[src/rtl/move_pkg.sv]
// Shared types and constants for the character movement controller:
// state encoding, sprite_control field layout and default geometry.
package move_pkg;

  typedef enum logic [1:0] {
    ST_IDLE    = 2'b00,
    ST_MOVING  = 2'b01,
    ST_FALLING = 2'b10,
    ST_JUMPING = 2'b11
  } move_state_t;

  localparam int POS_W        = 10;
  localparam int SC_W         = 7;
  localparam int SC_DIR_BIT   = 6;
  localparam int SC_AIR_BIT   = 5;
  localparam int SC_IDLE_BIT  = 4;
  localparam int SC_FRAME_LSB = 0;
  localparam int SC_FRAME_W   = 4;

  localparam int DEF_SPAWN_X  = 500;
  localparam int DEF_SPAWN_Y  = 698;
  localparam int DEF_CHAR_W   = 64;
  localparam int DEF_CHAR_H   = 68;
  localparam int DEF_SCREEN_W = 1024;
  localparam int DEF_FLOOR_Y  = 766;

  function automatic logic [SC_W-1:0] pack_sprite(
    input logic                  dir_right,
    input logic                  airborne,
    input logic                  idle,
    input logic [SC_FRAME_W-1:0] frame
  );
    logic [SC_W-1:0] v;
    v                                = '0;
    v[SC_DIR_BIT]                    = dir_right;
    v[SC_AIR_BIT]                    = airborne;
    v[SC_IDLE_BIT]                   = idle;
    v[SC_FRAME_LSB +: SC_FRAME_W]    = frame;
    return v;
  endfunction

endpackage

[src/rtl/move_div_counter.sv]
// Rate divider: while running, counts cycles and pulses o_step on the last
// count of each period of i_div cycles. Stops and clears when not running.
module move_div_counter #(
  parameter int CNT_W = 20
) (
  input  logic             i_clk,
  input  logic             i_rst_n,
  input  logic             i_en,
  input  logic             i_clr,
  input  logic             i_run,
  input  logic [CNT_W-1:0] i_div,
  output logic             o_step
);

  logic [CNT_W-1:0] r_cnt;

  // >= rather than == so a divider that shrinks mid-period cannot strand the count
  assign o_step = i_en && i_run && (r_cnt >= i_div - 1'b1);

  always_ff @(posedge i_clk) begin
    if (!i_rst_n) begin
      r_cnt <= '0;
    end else if (i_clr) begin
      r_cnt <= '0;
    end else if (i_en) begin
      if (!i_run || o_step) r_cnt <= '0;
      else                  r_cnt <= r_cnt + 1'b1;
    end
  end

endmodule

[src/rtl/char_move_ctrl.sv]
// Player-character movement controller: turns left/right/jump requests and
// external collision flags into registered x/y, state and sprite control.
module char_move_ctrl
  import move_pkg::*;
#(
  parameter int SPAWN_X        = DEF_SPAWN_X,
  parameter int SPAWN_Y        = DEF_SPAWN_Y,
  parameter int CHAR_W         = DEF_CHAR_W,
  parameter int CHAR_H         = DEF_CHAR_H,
  parameter int SCREEN_W       = DEF_SCREEN_W,
  parameter int FLOOR_Y        = DEF_FLOOR_Y,
  parameter int CNT_W          = 20,
  parameter int WALK_DIV       = 350000,
  parameter int AIR_DIV        = 650000,
  parameter int JUMP_HEIGHT    = 200,
  parameter int JUMP_SLOW_ZONE = 25,
  parameter int JUMP_DIV_START = 200000,
  parameter int JUMP_DIV_MAX   = 800000,
  parameter int FALL_DIV_START = 800000,
  parameter int FALL_DIV_MIN   = 150000,
  parameter int ACCEL_STEP     = 20000,
  parameter int ANIM_FRAMES    = 8,
  parameter int ANIM_PX        = 8
) (
  input  logic             clk,
  input  logic             rst_n,
  input  logic             enable,
  input  logic             respawn,
  input  logic             left,
  input  logic             right,
  input  logic             jump,
  input  logic             on_ground,
  input  logic             hit_ceiling,
  input  logic             blocked_left,
  input  logic             blocked_right,
  output logic [POS_W-1:0] x,
  output logic [POS_W-1:0] y,
  output logic [SC_W-1:0]  sprite_control,
  output logic [1:0]       state_o,
  output logic             landed
);

  localparam int CW1  = CNT_W + 1;
  localparam int PX_W = (ANIM_PX > 1) ? $clog2(ANIM_PX) : 1;

  localparam logic [POS_W-1:0] X_SPAWN  = POS_W'(SPAWN_X);
  localparam logic [POS_W-1:0] Y_SPAWN  = POS_W'(SPAWN_Y);
  localparam logic [POS_W-1:0] X_MAX    = POS_W'(SCREEN_W - CHAR_W);
  localparam logic [POS_W-1:0] Y_GROUND = POS_W'(FLOOR_Y - CHAR_H);
  localparam logic [POS_W:0]   RISE_MAX  = (POS_W+1)'(JUMP_HEIGHT);
  localparam logic [POS_W:0]   RISE_FAST = (POS_W+1)'(JUMP_HEIGHT - JUMP_SLOW_ZONE);

  localparam logic [CNT_W-1:0] D_WALK  = CNT_W'(WALK_DIV);
  localparam logic [CNT_W-1:0] D_AIR   = CNT_W'(AIR_DIV);
  localparam logic [CNT_W-1:0] D_JSTRT = CNT_W'(JUMP_DIV_START);
  localparam logic [CNT_W-1:0] D_JMAX  = CNT_W'(JUMP_DIV_MAX);
  localparam logic [CNT_W-1:0] D_FSTRT = CNT_W'(FALL_DIV_START);
  localparam logic [CNT_W-1:0] D_FMIN  = CNT_W'(FALL_DIV_MIN);
  localparam logic [CNT_W-1:0] D_ACC   = CNT_W'(ACCEL_STEP);
  localparam logic [CW1-1:0]   D_FLOOR = CW1'(FALL_DIV_MIN + ACCEL_STEP);

  localparam logic [PX_W-1:0]       PX_LAST    = PX_W'(ANIM_PX - 1);
  localparam logic [SC_FRAME_W-1:0] FRAME_LAST = SC_FRAME_W'(ANIM_FRAMES - 1);

  move_state_t             r_state, w_next;
  logic [POS_W-1:0]        r_x, r_y, r_y_start;
  logic [CNT_W-1:0]        r_asc_div, r_desc_div;
  logic [PX_W-1:0]         r_pxcnt, w_pxcnt_nxt;
  logic [SC_FRAME_W-1:0]   r_frame, w_frame_nxt;
  logic                    r_dir_right, r_air, r_idle, r_landed;
  logic                    w_dir_right_nxt, w_air_nxt, w_idle_nxt, w_landed_nxt;

  logic                    w_dir_r, w_dir_l, w_dir_any, w_grounded, w_state_chg;
  logic                    w_hstep, w_vstep, w_vrun, w_x_move;
  logic                    w_jump_go, w_jump_end, w_slow_zone;
  logic [CNT_W-1:0]        w_hdiv, w_vdiv;
  logic [CW1-1:0]          w_asc_sum;

  assign w_dir_r    = right & ~left;
  assign w_dir_l    = left & ~right;
  assign w_dir_any  = w_dir_r | w_dir_l;
  assign w_grounded = on_ground | (r_y == Y_GROUND);
  assign w_jump_go  = jump & w_grounded;
  assign w_jump_end = (({1'b0, r_y} + RISE_MAX) <= {1'b0, r_y_start}) | hit_ceiling | (r_y == '0);
  assign w_slow_zone = ({1'b0, r_y - 1'b1} + RISE_FAST) <= {1'b0, r_y_start};
  assign w_state_chg = (w_next != r_state);

  assign w_hdiv = ((r_state == ST_IDLE) || (r_state == ST_MOVING)) ? D_WALK : D_AIR;
  assign w_vdiv = (r_state == ST_JUMPING) ? r_asc_div : r_desc_div;
  // vertical motion pauses on any transition cycle so the exit position is exact
  assign w_vrun = ((r_state == ST_JUMPING) ||
                   ((r_state == ST_FALLING) && (r_y < Y_GROUND))) && !w_state_chg;

  move_div_counter #(.CNT_W(CNT_W)) u_hdiv (
    .i_clk   (clk),
    .i_rst_n (rst_n),
    .i_en    (enable),
    .i_clr   (respawn),
    .i_run   (w_dir_any),
    .i_div   (w_hdiv),
    .o_step  (w_hstep)
  );

  move_div_counter #(.CNT_W(CNT_W)) u_vdiv (
    .i_clk   (clk),
    .i_rst_n (rst_n),
    .i_en    (enable),
    .i_clr   (respawn | (enable & w_state_chg)),
    .i_run   (w_vrun),
    .i_div   (w_vdiv),
    .o_step  (w_vstep)
  );

  assign w_x_move = w_hstep &&
                    ((w_dir_r && !blocked_right && (r_x < X_MAX)) ||
                     (w_dir_l && !blocked_left  && (r_x != '0)));
  assign w_asc_sum = {1'b0, r_asc_div} + {1'b0, D_ACC};

  always_comb begin
    w_next = r_state;
    case (r_state)
      ST_IDLE: begin
        if (w_jump_go)        w_next = ST_JUMPING;
        else if (w_dir_any)   w_next = ST_MOVING;
        else if (!w_grounded) w_next = ST_FALLING;
      end
      ST_MOVING: begin
        if (w_jump_go)        w_next = ST_JUMPING;
        else if (!w_grounded) w_next = ST_FALLING;
        else if (!w_dir_any)  w_next = ST_IDLE;
      end
      ST_JUMPING: if (w_jump_end) w_next = ST_FALLING;
      ST_FALLING: if (w_grounded) w_next = ST_IDLE;
      default:    w_next = ST_IDLE;
    endcase
  end

  always_comb begin
    w_air_nxt       = (w_next == ST_JUMPING) || (w_next == ST_FALLING);
    w_idle_nxt      = (w_next == ST_IDLE);
    w_landed_nxt    = (r_state == ST_FALLING) && (w_next == ST_IDLE);
    w_dir_right_nxt = r_dir_right;
    if (w_dir_r)      w_dir_right_nxt = 1'b1;
    else if (w_dir_l) w_dir_right_nxt = 1'b0;
  end

  always_comb begin
    w_pxcnt_nxt = r_pxcnt;
    w_frame_nxt = r_frame;
    if (w_x_move) begin
      if (r_pxcnt == PX_LAST) begin
        w_pxcnt_nxt = '0;
        w_frame_nxt = (r_frame == FRAME_LAST) ? '0 : r_frame + 1'b1;
      end else begin
        w_pxcnt_nxt = r_pxcnt + 1'b1;
      end
    end
  end

  always_ff @(posedge clk) begin
    if (!rst_n)        r_state <= ST_IDLE;
    else if (respawn)  r_state <= ST_IDLE;
    else if (enable)   r_state <= w_next;
  end

  always_ff @(posedge clk) begin
    if (!rst_n || respawn) begin
      r_dir_right <= 1'b1;
      r_air       <= 1'b0;
      r_idle      <= 1'b1;
      r_landed    <= 1'b0;
    end else if (!enable) begin
      r_landed    <= 1'b0;
    end else begin
      r_dir_right <= w_dir_right_nxt;
      r_air       <= w_air_nxt;
      r_idle      <= w_idle_nxt;
      r_landed    <= w_landed_nxt;
    end
  end

  always_ff @(posedge clk) begin
    if (!rst_n || respawn) begin
      r_x        <= X_SPAWN;
      r_y        <= Y_SPAWN;
      r_y_start  <= Y_SPAWN;
      r_asc_div  <= D_JSTRT;
      r_desc_div <= D_FSTRT;
      r_pxcnt    <= '0;
      r_frame    <= '0;
    end else if (enable) begin
      r_pxcnt <= w_pxcnt_nxt;
      r_frame <= w_frame_nxt;
      if (w_x_move) r_x <= w_dir_r ? r_x + 1'b1 : r_x - 1'b1;

      if (w_vstep) r_y <= (r_state == ST_JUMPING) ? r_y - 1'b1 : r_y + 1'b1;

      if ((w_next == ST_JUMPING) && (r_state != ST_JUMPING)) begin
        r_y_start <= r_y;
        r_asc_div <= D_JSTRT;
      end else if (w_vstep && (r_state == ST_JUMPING) && w_slow_zone) begin
        r_asc_div <= (w_asc_sum >= {1'b0, D_JMAX}) ? D_JMAX : w_asc_sum[CNT_W-1:0];
      end

      if ((w_next == ST_FALLING) && (r_state != ST_FALLING)) begin
        r_desc_div <= D_FSTRT;
      end else if (w_vstep && (r_state == ST_FALLING)) begin
        r_desc_div <= ({1'b0, r_desc_div} < D_FLOOR) ? D_FMIN : r_desc_div - D_ACC;
      end
    end
  end

  assign x              = r_x;
  assign y              = r_y;
  assign state_o        = r_state;
  assign landed         = r_landed;
  assign sprite_control = pack_sprite(r_dir_right, r_air, r_idle, r_frame);

endmodule
[config.mk]
export PLATFORM = sky130hd
export DESIGN_NAME = char_move_ctrl
export DESIGN_NICKNAME = d
export VERILOG_FILES = /design/src/rtl/move_pkg.sv /design/src/rtl/move_div_counter.sv /design/src/rtl/char_move_ctrl.sv
export SDC_FILE = /design/constraint.sdc
export NUM_CORES = 1
export LEC_CHECK = 0
export CAP_MARGIN = 10
export CORE_AREA = 2 2 132 134
export DETAILED_ROUTE_END_ITERATION = 10
export DIE_AREA = 0 0 134 136
export PLACE_DENSITY = 0.76
export SYNTH_ARGS = -nofsm -noshare
export SYNTH_HDL_FRONTEND = slang
export SYNTH_SLANG_ARGS = --single-unit
[constraint.sdc]
create_clock -name clk -period 9.3 [get_ports clk]
set_clock_uncertainty 0.1 [all_clocks]
set_input_delay 2.79 -clock clk [delete_from_list [all_inputs] [get_ports clk]]
set_output_delay 2.79 -clock clk [all_outputs]
set_load 0.02 [all_outputs]
Word level (Yosys, flattened, before mapping)
Index checks and enable logic that the tools add are counted.
{ "op_classes": {"addsub": 14, "n_lt_le_gt_ge": 8, "n_eq_ne": 11, "n_mux": 25, "n_bitwise": 13, "reduce_logical": 47} }
{ "ops": {"columns": ["cell", "n"], "rows": [
  ["$mux 20", 10],
  ["$add 20x1->20 const B", 2],
  ["$ge 20x20->1", 2],
  ["$sub 20x1->20 const B", 2],
  ["$add 10x8->11 const B", 2],
  ["$le 11x10->1", 2],
  ["$add 20x15->21 const B", 1],
  ["$ge 21x20->1 const B", 1],
  ["$add 10x1->10 const B", 2],
  ["$lt 10x10->1 const B", 2],
  ["$lt 20x18->1 const B", 1],
  ["$mux 10", 2],
  ["$sub 10x1->10 const B", 2],
  ["$sub 20x15->20 const B", 1],
  ["$logic_and 1x1->1", 17],
  ["$mux 2", 8],
  ["$reduce_and 2->1", 6],
  ["$eq 10x10->1 const B", 1],
  ["$logic_not 10->1", 1],
  ["$reduce_bool 10->1", 1],
  ["$eq 2x2->1 const B", 4],
  ["$pmux 2 s4", 1],
  ["$logic_or 1x1->1", 7],
  ["$logic_not 1->1", 6],
  ["other kinds (17)", 34]
]} }
{ "totals": {"reg_bits": 123, "inputBits": 11, "out_inout_bits": 30} }

Logic depth before layout (Yosys ltp)
Gate-level depths: netlist of the first run.
{ "depth": {"ltp_word": 16, "mapped_depth": 23} }

Hierarchy
A second synthesis of the first run with hierarchy kept.
{ "hier_totals": {"cells_unflattened": 1173, "area_unflattened_um2": 9012.4} }
{ "by_module_without_submodules": {"columns": ["mod", "n_inst", "cells_each", "area_per_inst_um2", "seq_area_each_um2"], "rows": [
  ["char_move_ctrl", 1, 773, 5749.3, 1481.4],
  ["move_div_counter", 2, 200, 1631.6, 400.4]
]} }

Worst setup path after synthesis of the first run
Ideal clock, no wire load.
{ "synth_timing": {"kind": "input to register", "start": "input left", "end": "register r_x[9] (netlist: x[9])", "setup_time_ps": 128, "t_arrival_ps": 5038, "required_ps": 9072, "path_slack_ps": 4035, "stages": 12, "path_cell_list": "inv_1 > ha_1 > inv_1 > ha_1 > a21o_1 > a21oi_1 > o21ai_0 > o41ai_1 > nor2_1 > nor4_1 > xnor2_1 > nor2_1"} }
{ "synth_between": {"elab_chain_len": 7} }
{ "synth_lines": {"columns": ["element", "line_no", "text"], "rows": [
  ["start: declaration", "char_move_ctrl.sv:29", "input logic left,"],
  ["$not 1->1 *", "char_move_ctrl.sv:79", "assign w_dir_r = right & ~left;"],
  ["$and 1x1->1 *", "char_move_ctrl.sv:79", null],
  ["net w_dir_r", "char_move_ctrl.sv:73", "logic w_dir_r, w_dir_l, w_dir_any, w_grounded, w_state_chg;"],
  ["$or 1x1->1 or $logic_and 1x1->1 (tied branches)", "char_move_ctrl.sv:81, char_move_ctrl.sv:115", null],
  ["$logic_and 1x1->1 (on tied branches)", "move_div_counter.sv:18, char_move_ctrl.sv:115", null],
  ["$logic_and 1x1->1 or $logic_or 1x1->1 (tied branches)", "move_div_counter.sv:18, char_move_ctrl.sv:115", null],
  ["$logic_and 1x1->1", "char_move_ctrl.sv:114", "assign w_x_move = w_hstep &&"],
  ["$reduce_and 2->1 (no source line)", null, null],
  ["end signal: assignment", "char_move_ctrl.sv:194", "if (w_x_move) r_x <= w_dir_r ? r_x + 1'b1 : r_x - 1'b1;"],
  ["end: declaration", "char_move_ctrl.sv:66", "logic [POS_W-1:0] r_x, r_y, r_y_start;"]
]} }
The timed path passes the listed nets; every way through them passes the cells marked *.
A chain may end at the register's enable or synchronous reset.

Worst setup path in the final report of the first run
{ "layout_timing": {"start": "input enable", "end": "register r_frame[3]"} }
{ "layout_between": {"elab_chain_len": 4} }
{ "layout_lines": {"columns": ["element", "line_no", "text"], "rows": [
  ["start: declaration", "char_move_ctrl.sv:27", "input logic enable,"],
  ["$logic_and 1x1->1 (2 in series)", "move_div_counter.sv:18", "assign o_step = i_en && i_run && (r_cnt >= i_div - 1'b1);"],
  ["$logic_and 1x1->1", "char_move_ctrl.sv:114", null],
  ["$reduce_and 3->1 (no source line) *", null, null],
  ["end signal: assignment", "char_move_ctrl.sv:193", "r_frame <= w_frame_nxt;"],
  ["end: declaration", "char_move_ctrl.sv:69", "logic [SC_FRAME_W-1:0] r_frame, w_frame_nxt;"]
]} }
Every way passes the cells marked *; elsewhere a longest branch is shown, timed or not.

==> key figures, run 1 <==
Power
  • Lkg Pwr: 3.72 nW
  • Power Density: 137 nW/um^2
  • Clock share of power: 56.4%
  • Pwr Total: 1.28 mW
  • Net Sw Frac: 21.7%
  • Reg power frac: 38.6%
  • Switching pwr: 0.278 mW
  • Internal Power: 1.00 mW
  • Logic pwr share: 5.1%
  • Peak VDD IR: 0.147 mV

Final layout
  • Ratio of cells with drive above 1 in the final layout: 5.06%
  • Nets: 1,136
  • Area Growth Syn to Fin: 13.2%
  • Post-layout instance area: 9320 um^2
  • Ant. Diodes: 0

Logic synthesis
  • Yosys top cell by area: dfxtp_1
  • Synth Register Bits: 114
  • Sequential-to-total area share from yosys stat: 27.7%
  • Synth cell types: 74
  • Warning count from the yosys run: 0
  • Top FF cell, synth: dfxtp_1
  • Synth top cells by count: dfxtp_1 (114), nor2_1 (114), nand2_1 (107)
  • Post-synth top area share: 27.7%
  • Syn nets: 1,136
  • Synthesized area per cell: 7.80 um^2
  • Async set or reset register ratio after synthesis: 0%
  • Synthesized instance count: 1,055
  • Post-synth design cell area: 8230 um^2
  • Post-synth EDFFs: 0
  • Top cells by area, synth: dfxtp_1 (28%), ha_1 (10%), nor2_1 (5.2%), nand2_1 (4.9%), xor2_1 (4.6%)

Clock network
  • Longest Clk Path Bufs: 2
  • Post-CTS sizing: 0
  • CTS tree: built
  • Hold-fix buffers, CTS: 0
  • # Post-CTS Setup Buffers: 0
  • H-tree levels: 4
  • Clk sinks: 114
  • Clock root buffer master: clkbuf_16
  • Num CTS Buffers: 17
  • Clock transition at path regs: 60 ps
  • Clock Latency Late Sink: 420 ps

GRT
  • Global route total overflow: 0
  • Initial antenna violation count: 0
  • Vias in the first global route: 7,057
  • Global-route wire length before repair: 34,000 um
  • Largest net degree at the start of global routing: 37
  • GRT Util Overall: 22.7%

Setup path
  • Worst Setup End Kind: register
  • Startpoint Class: input pin
  • WP data arrival: 6550 ps
  • CP Class: input pin to register
  • Slowest cell on crit path: clkdlybuf4s50_1
  • Worst path required time: 9550 ps
  • Worst-path maximum fanout: 21
  • Crit-path leading delay family: simple AND/OR/NAND/NOR gates
  • Crit-path cells: clkdlybuf4s50_1, inv_1, nor2_1, a21boi_0, nand4_1, nor2_1, nand4_1, or3_1, a21oi_1
  • Slowest stage delay, CP: 870 ps
  • WP buf/inv: 2

Floorplan
  • Cell row count: 48
  • Io pins: 41
  • Die Wd: 134 um
  • Initial Util: 48.7%
  • Full die area: 18,200 um^2
  • Core area: 16,900 um^2
  • Die H: 136 um

STA
  • Slew HR: 31.9%
  • RSZ-0062 raised after global routing: no
  • Hold slack: 354 ps
  • Final Hold Fails: 0
  • Final Critical Period: 6310 ps
  • Tcrit/Tclk final: 67.8%
  • Finish-stage setup viols: 0
  • Max Slew Vio Count: 0
  • Setup TNS Final: 0 ps
  • Worst Tran Pin Value: 1010 ps
  • Fmax: 0.159 GHz

Drt
  • WL final: 20,300 um
  • Routed len/inst: 15.7 um
  • Initial DRC Count: 549
  • TritonRoute pass-1 iters: 7
  • Vias per cell: 5.89
  • Remaining antenna violation count after routing: 0
  • # DRC: 0
  • Vias: 7,620

Hold path
  • HP Class: register to register

Place
  • GPL Wtd Cong: 0.928
  • DP Area: 8670 um^2
  • DP HPWL: 14,200 um
  • IO buf count: 40

Run
  • Maximum Capacitance Violations: 0

Run status
  • Outcome: finished clean
per-stage QoR:
step                utilization [%]  setup slack, ps  instances
finish                         55.2             2990       1293
global route                   55.2             2710       1293
CTS                            55.2             3060       1293
detailed placement             51.4             2620       1261
global placement               51.4             2880       1261
floorplan                         -             4030       1055
layout make-up:
class	instances	area, um^2
inverter	40	150
fill	1558	7560
clock inverter	11	183
multi-input combinational	834	5500
sequential	114	2280
timing repair buffer	48	460
tap	225	282
clock buffer	21	460
worst paths after layout:
kind                                   from                           to  slack [ps]  depth (start not counted)
setup / recovery                     enable      r_frame[3]$_SDFFE_PP0P_        2990                          9
hold / removal    r_y_start[6]$_SDFFE_PP0P_    r_y_start[6]$_SDFFE_PP0P_         350                          2
setup reg to reg    state_o[1]$_SDFFE_PP0P_  r_desc_div[17]$_SDFFE_PP0P_        3550                         19
hold reg to reg   r_y_start[6]$_SDFFE_PP0P_    r_y_start[6]$_SDFFE_PP0P_         350                          2
routing by layer:
layer	vias up	track usage, %	part of all wire (%)	wire length, um
li1	3802	-	-	-
met1	3575	29.2	46	9330
met2	215	37.7	47	9560
met3	28	4.55	5.0	1020
met4	0	8.63	1.8	355
met5	-	0	0	0
placed cells by master (no fill, tap or decap), types with 33 or more instances in the layout:
cell type | Yosys | layout
a21oi_1 | 62 | 62
clkdlybuf4s50_1 | 0 | 40
dfxtp_1 | 114 | 114
ha_1 | 69 | 69
inv_1 | 40 | 40
nand2_1 | 107 | 107
nand3_1 | 37 | 37
nor2_1 | 114 | 114
nor3_1 | 33 | 33
o21ai_0 | 49 | 49
xnor2_1 | 40 | 40
xor2_1 | 43 | 43
power groups by stage:
stage / clock network [mW] / logic, mW / registers, mW
after floorplan: 0 / 0.0461 / 0.503
after global placement: 0 / 0.0628 / 0.504
after detailed placement: 0 / 0.0639 / 0.504
after CTS: 0.727 / 0.0646 / 0.494
after global routing: 0.751 / 0.0723 / 0.494
final: 0.722 / 0.0649 / 0.494
worst min-delay path: stages, from the launching register on:
cell     delay [ps]
dfxtp_1         310
nand2_1          50
a21oi_1          50
cells by family after synthesis:
kind of cell / after synthesis / synth area share (%)
flip-flops: 114 / 27.7
AND/OR/NAND/NOR: 409 / 24.2
XOR/XNOR: 83 / 8.84
multiplexers: 23 / 2.80
buffers and inverters: 107 / 5.44
adder cells (fa/ha/maj): 70 / 10.7
AO/OA/AOI/OAI: 249 / 20.3
registers in the layout, summed over array words and instances (netlist names), 2 cells and up:
register and count:
u_hdiv.r_cnt 20, u_vdiv.r_cnt 20, r_desc_div 16, r_asc_div 15, r_y_start 10, x 10
y 10, r_frame 4, r_pxcnt 3, state_o 2
(Power assumes the default switching activity.)
==> inputs of run 2 (changes only) <==
==> constraint.sdc (replaced) <==
create_clock -name clk -period 6.5 [get_ports clk]
set_clock_uncertainty 0.1 [all_clocks]
set_input_delay 1.95 -clock clk [delete_from_list [all_inputs] [get_ports clk]]
set_output_delay 1.95 -clock clk [all_outputs]
set_load 0.02 [all_outputs]
==> run 2 against run 1 <==
- global-route usage grew 0.20 points
- critical path depth grew 10
- clock power grew 33%
- register-to-register slack lost 2200 ps
- design area shrank 0.20%
- sequential cell count is the same
- first-iteration DRC count shrank 5.5%
- sequential power grew 43%
- power grew 38%
- core utilization shrank 0.11 points
- cell count grew 0.15%
- combinational power grew 45%
- critical path type is now register to register
- largest cell class unchanged
- largest power group unchanged
==> key figures, run 2 (same netlist as run 1, synthesis figures left out) <==
Run
  • Maximum Capacitance Violations: 0 (unchanged)

Power
  • Peak VDD IR: 0.186 mV (+27%)
  • Lkg Pwr: 3.71 nW (-0.48%)
  • Power Density: 190 nW/um^2 (+38%)
  • Pwr Total: 1.76 mW (+38%)

Place
  • GPL Wtd Cong: 0.875 (-5.7%)
  • DP HPWL: 14,500 um (+2.2%)
  • DP Area: 8690 um^2 (+0.17%)
  • IO buf count: 40 (unchanged)

Final layout
  • Most frequent cells in the layout: nor2_1 (114), dfxtp_1 (114), nand2_1 (107)
  • Nets: 1,138 (+0.18%)
  • Biggest regs: u_hdiv.r_cnt (20), u_vdiv.r_cnt (20), r_desc_div (16)
  • Ant. Diodes: 0 (unchanged)
  • Area Growth Syn to Fin: 13.0%
  • Ratio of cells with drive above 1 in the final layout: 5.42% (+0.36 points)
  • Post-layout instance area: 9300 um^2 (-0.20%)
  • Fillers: 1,553 (-0.32%)

Floorplan
  • Die H: 136 um (unchanged)
  • Io pins: 41 (unchanged)
  • Core area: 16,900 um^2 (unchanged)
  • Full die area: 18,200 um^2 (unchanged)
  • Initial Util: 48.7% (unchanged)
  • Die Wd: 134 um (unchanged)
  • Cell row count: 48 (unchanged)

STA
  • Slew HR: 27.6% (-4.3 points)
  • Setup TNS Final: 0 ps (unchanged)
  • Hold slack: 357 ps (+2.81 ps)
  • Fmax: 0.196 GHz
  • Finish-stage setup viols: 0 (unchanged)
  • Worst Tran Pin Value: 1090 ps (+78.8 ps)
  • RSZ-0062 raised after global routing: no
  • Final Critical Period: 5110 ps
  • Tcrit/Tclk final: 78.6%
  • Final Hold Fails: 0 (unchanged)
  • Max Slew Vio Count: 0 (unchanged)

Drt
  • Vias: 7,556 (-0.84%)
  • WL final: 20,300 um (+0.29%)
  • Routed len/inst: 15.7 um (+0.13%)
  • Vias per cell: 5.83 (-0.99%)
  • Initial DRC Count: 519 (-5.5%)
  • Remaining antenna violation count after routing: 0 (unchanged)
  • # DRC: 0 (unchanged)
  • TritonRoute pass-1 iters: 5 (-2)

Setup path
  • Worst setup startpoint: state_o[1]$_SDFFE_PP0P_
  • Worst-path maximum fanout: 29 (+38%)
  • Reg2Reg Setup Slack: 1390 ps (-2160 ps)
  • Worst r2r path cells: 19 (unchanged)
  • R2R Path End: r_desc_div[8]$_SDFFE_PP1P_
  • Worst path required time: 6700 ps (-2850 ps)
  • Startpoint Class: register
  • Worst Setup End Kind: register
  • CP Class: register to register
  • WP data arrival: 5310 ps (-1240 ps)
  • Worst r2r src: state_o[1]$_SDFFE_PP0P_
  • Worst setup endpoint: r_desc_div[8]$_SDFFE_PP1P_

Clock network
  • H-tree levels: 4 (unchanged)
  • Post-CTS sizing: 0 (unchanged)
  • CTS tree: built
  • # Post-CTS Setup Buffers: 0 (unchanged)
  • Clock transition at path regs: 60 ps (about the same)
  • Num CTS Buffers: 17 (unchanged)
  • Clock root buffer master: clkbuf_16
  • Clk sinks: 114 (unchanged)
  • Clock Latency Late Sink: 420 ps (about the same)
  • Longest Clk Path Bufs: 2 (unchanged)
  • Hold-fix buffers, CTS: 0 (unchanged)

GRT
  • Largest net degree at the start of global routing: 30 (-19%)
  • Global-route wire length before repair: 34,000 um (+0.16%)
  • Initial antenna violation count: 0 (unchanged)
  • Global route total overflow: 0 (unchanged)
  • GRT Util Overall: 22.9% (+0.20 points)
  • Vias in the first global route: 6,878 (-2.5%)

Run status
  • Outcome: finished clean

Hold path
  • HP Class: register to register
## run 2: worst min-delay path by stage
stage,endpoint,cells past startpoint,from
after floorplan,r_y_start[2]$_SDFFE_PP0P_,2,r_y_start[2]$_SDFFE_PP0P_
after global placement,r_y_start[6]$_SDFFE_PP0P_,2,r_y_start[6]$_SDFFE_PP0P_
after detailed placement,r_y_start[2]$_SDFFE_PP0P_,2,r_y_start[2]$_SDFFE_PP0P_
after CTS,r_y_start[2]$_SDFFE_PP0P_,2,r_y_start[2]$_SDFFE_PP0P_
after global routing,r_y_start[6]$_SDFFE_PP0P_,2,r_y_start[6]$_SDFFE_PP0P_
final,r_y_start[2]$_SDFFE_PP0P_,2,r_y_start[2]$_SDFFE_PP0P_
## run 2: per-layer routing
metal  up-vias  GRT usage [%]  share of wire (%)
met1      3500           29.7                 46
met2       219           37.6                 47
met3        34           4.92                5.3
met4         0           8.45                2.0
li1       3803              -                  -
met5         -              0                  0
## run 2: area by class of cell
cell class                      instances  area (um^2)  share of cell area, %
Clock inverter                         15          184                   1.98
Tap cell                              225          282                   3.03
Inverter                               40          150                   1.61
Multi-Input combinational cell        834         5500                   59.1
Clock buffer                           17          425                   4.58
Sequential cell                       114         2280                   24.5
Timing Repair Buffer                   50          475                   5.11
## run 2: worst max-delay path: stages, from the launching register on
cell and delay, ps:
dfxtp_1 630, nand2_1 160, buf_4 270, nand2_1 170
ha_1 240, o21ai_0 200, nor3_1 320, o21ai_0 190
nor2_1 160, xor2_1 170, ha_1 260, a21o_1 180
a21oi_1 210, nand3_1 110, o31ai_1 350, o21bai_1 170
buf_4 270, o2bb2a_1 470, nor2_1 100, o31a_1 240
## run 2: through the flow
| step | worst slack [ps] | cells | utilization (%) |
|---|---|---|---|
| floorplan | 1580 | 1055 | - |
| global placement | 1320 | 1263 | 51.5 |
| detailed placement | 1240 | 1263 | 51.5 |
| CTS | 1420 | 1295 | 55.1 |
| global route | 888 | 1295 | 55.1 |
| finish | 1390 | 1295 | 55.1 |
## run 2: power by group
group	internal, mW	leakage (nW)	total, mW	switching, mW
combinational	0.0357	2.50	0.0938	0.0582
clock	0.605	0.290	0.962	0.357
sequential	0.702	0.920	0.706	0.00377
